===== config.mk =====
export PLATFORM = sky130hd
export DESIGN_NAME = mc_ctrl_fsm
export DESIGN_NICKNAME = d
export VERILOG_FILES = /design/src/rtl/mc_ctrl_fsm.sv
export SDC_FILE = /design/constraint.sdc
export NUM_CORES = 1
export LEC_CHECK = 0
export CAP_MARGIN = 5
export CORE_MARGIN = 10
export CORE_UTILIZATION = 50
export DETAILED_ROUTE_END_ITERATION = 10
export DONT_BUFFER_PORTS = 1
export PLACE_DENSITY_LB_ADDON = 0.25
export SLEW_MARGIN = 10
export SYNTH_ARGS = -nofsm -noshare
export SYNTH_HDL_FRONTEND = slang
export SYNTH_SLANG_ARGS = --single-unit
export TNS_END_PERCENT = 50

===== constraint.sdc =====
create_clock -name clk_i -period 2.51 [get_ports clk_i]
set_input_delay 0.502 -clock clk_i [delete_from_list [all_inputs] [get_ports clk_i]]
set_output_delay 0.502 -clock clk_i [all_outputs]
set_load 0.05 [all_outputs]

===== src/rtl/mc_ctrl_fsm.sv =====
// Multicycle control sequencer for the MIPS core: walks each instruction through
// FETCH/DECODE/EXEC/MEM/WB (plus MD_WAIT for mul/div) and drives the datapath enables and one-hot selects.
module mc_ctrl_fsm #(
    parameter int WAIT_LIMIT = 64,
    parameter int CNT_W      = 7
) (
    input  logic       clk_i,
    input  logic       rst_n_i,
    input  logic [2:0] instr_class_i,
    input  logic       branch_taken_i,
    input  logic       mem_ready_i,
    input  logic       md_done_i,
    output logic       pc_we_o,
    output logic       ir_we_o,
    output logic       reg_we_o,
    output logic       mem_we_o,
    output logic       md_start_o,
    output logic [3:0] pc_src_sel_o,
    output logic [3:0] alu_a_sel_o,
    output logic [3:0] alu_b_sel_o,
    output logic [3:0] wb_sel_o,
    output logic       illegal_op_o,
    output logic       bus_err_o
);

    typedef enum logic [2:0] {
        S_FETCH   = 3'd0,
        S_DECODE  = 3'd1,
        S_EXEC    = 3'd2,
        S_MEM     = 3'd3,
        S_WB      = 3'd4,
        S_MD_WAIT = 3'd5
    } state_t;

    localparam logic [2:0] CLS_R_ALU   = 3'd0;
    localparam logic [2:0] CLS_I_ALU   = 3'd1;
    localparam logic [2:0] CLS_LOAD    = 3'd2;
    localparam logic [2:0] CLS_STORE   = 3'd3;
    localparam logic [2:0] CLS_BRANCH  = 3'd4;
    localparam logic [2:0] CLS_JUMP    = 3'd5;
    localparam logic [2:0] CLS_MULDIV  = 3'd6;
    localparam logic [2:0] CLS_ILLEGAL = 3'd7;

    localparam logic [3:0] OH0 = 4'b0001;
    localparam logic [3:0] OH1 = 4'b0010;
    localparam logic [3:0] OH2 = 4'b0100;

    localparam logic [CNT_W-1:0] LIMIT_CNT = CNT_W'(WAIT_LIMIT);

    state_t           state_q, state_d;
    logic [2:0]       class_q, class_d;
    logic [CNT_W-1:0] wait_cnt_q, wait_cnt_d;

    logic waiting;
    logic handshake;
    logic timeout;

    // The counter holds the number of cycles already spent waiting, so the abort
    // fires on the cycle after WAIT_LIMIT unanswered cycles unless the handshake arrives.
    always_comb begin
        waiting   = (state_q == S_FETCH) || (state_q == S_MEM) || (state_q == S_MD_WAIT);
        handshake = (state_q == S_MD_WAIT) ? md_done_i : mem_ready_i;
        timeout   = waiting && !handshake && (wait_cnt_q == LIMIT_CNT);
    end

    always_ff @(posedge clk_i or negedge rst_n_i) begin
        if (!rst_n_i) begin
            state_q    <= S_FETCH;
            class_q    <= 3'd0;
            wait_cnt_q <= '0;
        end else begin
            state_q    <= state_d;
            class_q    <= class_d;
            wait_cnt_q <= wait_cnt_d;
        end
    end

    always_comb begin
        state_d = state_q;
        class_d = class_q;
        case (state_q)
            S_FETCH: begin
                if (mem_ready_i) begin
                    state_d = S_DECODE;
                end
            end
            S_DECODE: begin
                class_d = instr_class_i;
                case (instr_class_i)
                    CLS_JUMP:    state_d = S_FETCH;
                    CLS_MULDIV:  state_d = S_MD_WAIT;
                    CLS_ILLEGAL: state_d = S_FETCH;
                    default:     state_d = S_EXEC;
                endcase
            end
            S_EXEC: begin
                case (class_q)
                    CLS_R_ALU, CLS_I_ALU: state_d = S_WB;
                    CLS_LOAD, CLS_STORE:  state_d = S_MEM;
                    default:              state_d = S_FETCH;
                endcase
            end
            S_MEM: begin
                if (mem_ready_i) begin
                    state_d = (class_q == CLS_LOAD) ? S_WB : S_FETCH;
                end else if (timeout) begin
                    state_d = S_FETCH;
                end
            end
            S_MD_WAIT: begin
                if (md_done_i) begin
                    state_d = S_WB;
                end else if (timeout) begin
                    state_d = S_FETCH;
                end
            end
            S_WB:    state_d = S_FETCH;
            default: state_d = S_FETCH;
        endcase

        // An abort in FETCH stays in FETCH, so it must restart the count explicitly.
        if ((state_d != state_q) || timeout) begin
            wait_cnt_d = '0;
        end else if (waiting) begin
            wait_cnt_d = wait_cnt_q + CNT_W'(1);
        end else begin
            wait_cnt_d = '0;
        end
    end

    always_comb begin
        pc_we_o      = 1'b0;
        ir_we_o      = 1'b0;
        reg_we_o     = 1'b0;
        mem_we_o     = 1'b0;
        md_start_o   = 1'b0;
        illegal_op_o = 1'b0;
        bus_err_o    = 1'b0;
        pc_src_sel_o = OH0;
        alu_a_sel_o  = OH0;
        alu_b_sel_o  = OH0;
        wb_sel_o     = OH0;
        if (rst_n_i) begin
            bus_err_o = timeout;
            case (state_q)
                S_FETCH: begin
                    alu_b_sel_o = OH1;
                    pc_we_o     = mem_ready_i;
                    ir_we_o     = mem_ready_i;
                end
                S_DECODE: begin
                    case (instr_class_i)
                        CLS_JUMP: begin
                            pc_we_o      = 1'b1;
                            pc_src_sel_o = OH2;
                        end
                        CLS_MULDIV:  md_start_o   = 1'b1;
                        CLS_ILLEGAL: illegal_op_o = 1'b1;
                        default: ;
                    endcase
                end
                S_EXEC: begin
                    alu_a_sel_o = OH1;
                    case (class_q)
                        CLS_I_ALU, CLS_LOAD, CLS_STORE: alu_b_sel_o = OH2;
                        CLS_BRANCH: begin
                            if (branch_taken_i) begin
                                pc_we_o      = 1'b1;
                                pc_src_sel_o = OH1;
                            end
                        end
                        default: ;
                    endcase
                end
                S_MEM: begin
                    mem_we_o = (class_q == CLS_STORE) && !timeout;
                end
                S_WB: begin
                    reg_we_o = 1'b1;
                    if (class_q == CLS_LOAD) begin
                        wb_sel_o = OH1;
                    end else if (class_q == CLS_MULDIV) begin
                        wb_sel_o = OH2;
                    end
                end
                default: ;
            endcase
        end
    end

endmodule

-- After elaboration in Yosys (flattened, before gate mapping)
Index checks and enable logic that the tools add are counted.
- register bits after elaboration: 13
- bits of input ports: 8
- output and inout port bits: 23
- word-level logic and storage cells: 76
- add/sub/neg operators: 1
- eq/ne operators: 15
- mux-type cells: 43
- reduce and logical (&&, ||, !) cells: 14
- operators with widths (cell ; number):
    3-bit two-way mux ; 13
    3-bit one-hot mux with 2 select lines ; 4
    3-bit == test, second input constant ; 7
    1-bit two-way mux ; 18
    3-bit one-hot mux with 5 select lines ; 1
    7-bit two-way mux ; 2
    3-bit by 2-bit == test with 1-bit output, second input constant ; 4
    2-bit two-way mux ; 4
    7-bit by 1-bit adder with 7-bit output, second input constant ; 1
    7-bit == test, second input constant ; 1
    3-bit by 1-bit == test with 1-bit output, second input constant ; 2
    3-bit zero test ; 2
    2-bit OR reduction ; 3
    1-bit logical AND ; 3
    1-bit logical OR ; 3
    3-bit inequality test ; 1
    1-bit one-hot mux with 3 select lines ; 1
    3-bit OR reduction ; 1
    1-bit zero test ; 2

-- Longest topological paths before layout
- word-level depth: 11
- gate-level depth with buffers: 7

-- Worst setup path after synthesis
No wires, ideal clock.
- path type: register to output
- start point: register state_q[0]
- end point: output wb_sel_o[1]
- arrival: 3.387 ns
- data required time: 2.008 ns
- setup slack: -1.379 ns
- cell stages (with the launch flop): 5
- cell sequence: dfrtp_1 > clkbuf_1 > nor3_1 > nand3b_1 > nor2_1
- longest elaborated chain between the ends: 3
- ends and longest elaborated chain (item ; line ; text):
    start: declaration ; 50 ; state_t state_q, state_d;
    start signal: assignment ; 72 ; state_q <= state_d;
    3-bit == test ; 145 ; case (state_q)
    3-bit two-way mux ; 145 ;
    3-bit two-way mux ; 143 ; if (rst_n_i) begin
    end: declaration ; 21 ; output logic [3:0] wb_sel_o,
No other way between the ends.

-- Worst setup path in the final report
- start point: register state_q[0]
- end point: output mem_we_o
- longest elaborated chain between the ends: 9
- elaborated cells between the ends (all ways): 13
- ends and longest elaborated chain (item ; line ; text):
    3-bit == test, or another cell as far along ; 61, 62 ;
    1-bit two-way mux / 1-bit logical OR (equally long branches) ; 62, 61 ;
    1-bit zero test / 1-bit logical OR (equally long branches) ; 63, 61 ;
    1-bit logical AND (2 in a row) ; 63 ; timeout = waiting && !handshake && (wait_cnt_q == LIMIT_CNT);
    1-bit zero test ; 176 ; mem_we_o = (class_q == CLS_STORE) && !timeout;
    1-bit logical AND ; 176 ;
    1-bit two-way mux * ; 145 ;
    1-bit two-way mux * ; 143 ;
    end: declaration ; 16 ; output logic mem_we_o,
Every way passes the cells marked *; elsewhere a longest branch is shown, timed or not.

==> flow_summary.yaml <==
sta:
  final-setup-viol-count: 0
  worst_pin_slew_ns: 0.600
  timing_max_transition_violations_final: 0
  hold_viol_final: 0
  period_share: 0.964
  rsz0062_at_grt: "false"
  hold_slack_ns: 0.340
  slew_headroom: 0.599
  finalSetupTns_ns: 0
  fmax_ghz: 0.413
  finClkSkew_ns: 0.00998
  worst_slack_ns: 0.0910
  post-route-min-period_ns: 2.42
setup_path:
  cp.arrival_ns: 1.92
  critPathTopFamily: "simple AND/OR/NAND/NOR gates"
  slowest_delay_ns: 0.69
  reg2reg_from: "state_q[0]"
  worst-r2r-cell-count: 4
  cp.required_ns: 2.01
  r2r_slack_ns: 0.60
  path_cells: "inv_1, nor2_1, and3_1, and3_2"
  reg2reg_to: "wait_cnt_q[3]"
  worst_path_max_delay_cell: "dfrtp_1"
  cp_num_buf_inv: 1
  end_kind: "output pin"
  crit_fanout: 15
  crit_type: "flop to output pin"
  start_kind: "flop"
min_path:
  min-delay-path-class: "input port to flop"
  hold_start: "instr_class_i[2]"
  hold_depth: 2
  min_to: "class_q[2]"
die:
  rows: 16
  die_y_um: 65.0
  start_util: 0.521
  die_w_um: 65.0
  die-area_sq_um: 4220
  ios: 31
  coreArea_sq_um: 1940
placement:
  io_buffer_count: 0
  routabilityCongestion: 0.957
  hpwl_um: 2030
  dp.cells: 155
  preCtsSetupSlack_ns: 0.432
global_routing:
  antenna_found_initial: 0
  grt_pass1_vias: 872
  track_usage: 0.121
  grt_pass1_wl_um: 4090
  grt-ovfl-total: 0
  grt_max_degree: 16
clocking:
  cts_buffer_depth: 2
  cts.root.buffer_cell: "clkbuf_4"
  cts_tree: "yes"
  path_clk_slew_ns: 0.08
  cts.sink_count: 13
  cts_max_level: 1
  clk-insertion-delay-late_ns: 0.29
  cts_buffers: 3
  post-cts-setup-buffers: 0
power:
  combPwrFrac: 0.573
  finalPower_mw: 1.23
  seqPwrFrac: 0.319
  pwr-share-clk: 0.107
  p_per_area_nw_per_um2: 979
  switching_power_mw: 0.651
  leakage_nw: 0.543
  p_int_mw: 0.580
  swShare: 0.529
  vdd_drop_max_mv: 0.765
flow_run:
  drv_cap: 0
detailed_routing:
  met3_length_um: 187
  drt_iter0_markers: 40
  viasPerCell: 5.68
  met2_length_um: 1230
  dr.max_layer_used: "met4"
  vias: 908
  dr.pass1.iters: 4
  ant_nets: 0
  drt_wl_total_um: 2630
  drc: 0
  wl_per_cell_um: 16.4
  wl_met1_um: 1150
final_layout:
  mostFrequentLayoutCells: "dfrtp_1 (13), buf_4 (13), inv_1 (10)"
  num_antenna_cells: 0
  instances_no_fill: 160
  nFillCells: 161
  fin_nets: 144
  area_delta_synth_final_pct: 24.4
  drive_gt1_frac: 0.293
logic_synthesis:
  synth_area_sq_um: 1010
  synth_area_per_cell_sq_um: 8.57
  synth_edf_count: 0
  ys_seq_area_frac: 0.322
  synth_warnings: 0
  ys_ff_latch: 13
  synthCells: 118
  async_flop_share: 1.00
  synth.distinct_cells: 40
  synthFlopType: "dfrtp_1"
run_status:
  status: "complete, no violations"
## synthesized netlist by cell type, types with 2 or more instances
| cell type | instances | area, sq um |
|---|---|---|
| nand3b_1 | 4 | 30.0 |
| xnor2_1 | 3 | 26.3 |
| nor3b_1 | 2 | 15.0 |
| and3_1 | 3 | 18.8 |
| o21ai_0 | 3 | 15.0 |
| nor3_1 | 11 | 55.1 |
| dfrtp_1 | 13 | 325 |
| o2111ai_1 | 2 | 17.5 |
| nand2b_1 | 3 | 18.8 |
| nor2b_1 | 2 | 12.5 |
| buf_2 | 3 | 15.0 |
| clkbuf_1 | 2 | 7.51 |
| mux2_2 | 2 | 22.5 |
| nor2_1 | 12 | 45.0 |
| ha_1 | 2 | 25.0 |
| xor2_1 | 3 | 26.3 |
| nand3_1 | 6 | 30.0 |
| nand2_1 | 4 | 15.0 |
| or3_1 | 2 | 12.5 |
| inv_1 | 10 | 37.5 |
| and3_2 | 3 | 22.5 |
| buf_4 | 5 | 37.5 |
## worst max-delay path by stage
stage,start,endpoint,slack (ns),cells past startpoint
after floorplan,state_q[0],wb_sel_o[1],-0.24,4
after global placement,state_q[1],wb_sel_o[1],0.51,5
after detailed placement,state_q[0],mem_we_o,0.43,4
after CTS,state_q[0],mem_we_o,0.10,4
after global routing,state_q[0],md_start_o,0.02,4
final,state_q[0],mem_we_o,0.09,4
## metrics by stage
stage           util  area [sq um]
6_report       0.648          1260
4_1_cts        0.646          1250
3_5_place_dp   0.628          1220
3_3_place_gp   0.628          1220
5_1_grt        0.648          1260
2_1_floorplan      -          1090
## power by group through the flow
stage | clock [mW] | combinational, mW | sequential [mW]
finish | 0.132 | 0.706 | 0.393
global route | 0.147 | 0.753 | 0.409
CTS | 0.138 | 0.703 | 0.390
detailed placement | 0 | 0.695 | 0.396
global placement | 0 | 0.687 | 0.392
floorplan | 0 | 0.621 | 0.325
## routing by layer
layer | up-vias | GRT usage
met2 | 29 | 0.185
met1 | 434 | 0.146
met5 | - | 0
met4 | 0 | 0.0642
met3 | 5 | 0.0412
li1 | 440 | -
## kinds of logic after synthesis
family                     Yosys count  share of synthesized area
other                                1                    0.00371
and+or+nand+nor                     59                      0.347
adders and majority gates            2                     0.0247
muxes                                2                     0.0223
buffers and inverters               20                     0.0965
DFF                                 13                      0.322
xor gates and xnor gates             6                     0.0520
AOI/OAI and AO/OA                   15                      0.132
## final cells by class
type	instances	area, sq um	share of cell area
Sequential cell	13	325	0.259
Timing Repair Buffer	17	168	0.133
Inverter	10	37.5	0.0299
Clock buffer	4	26.3	0.0209
Multi-Input combinational cell	89	667	0.530
Tap cell	27	33.8	0.0269
## registers in the layout (all words and copies together) (netlist names)
register	count
wait_cnt_q	7
state_q	3
class_q	3
## timing repair
item                       4_1_cts  5_1_grt
setup endpoints to repair        0        1
hold endpoints to repair        13        0
hold buffers                     1        0
gates resized for setup          0        1
Note: power is estimated with default switching activity, not from simulation.
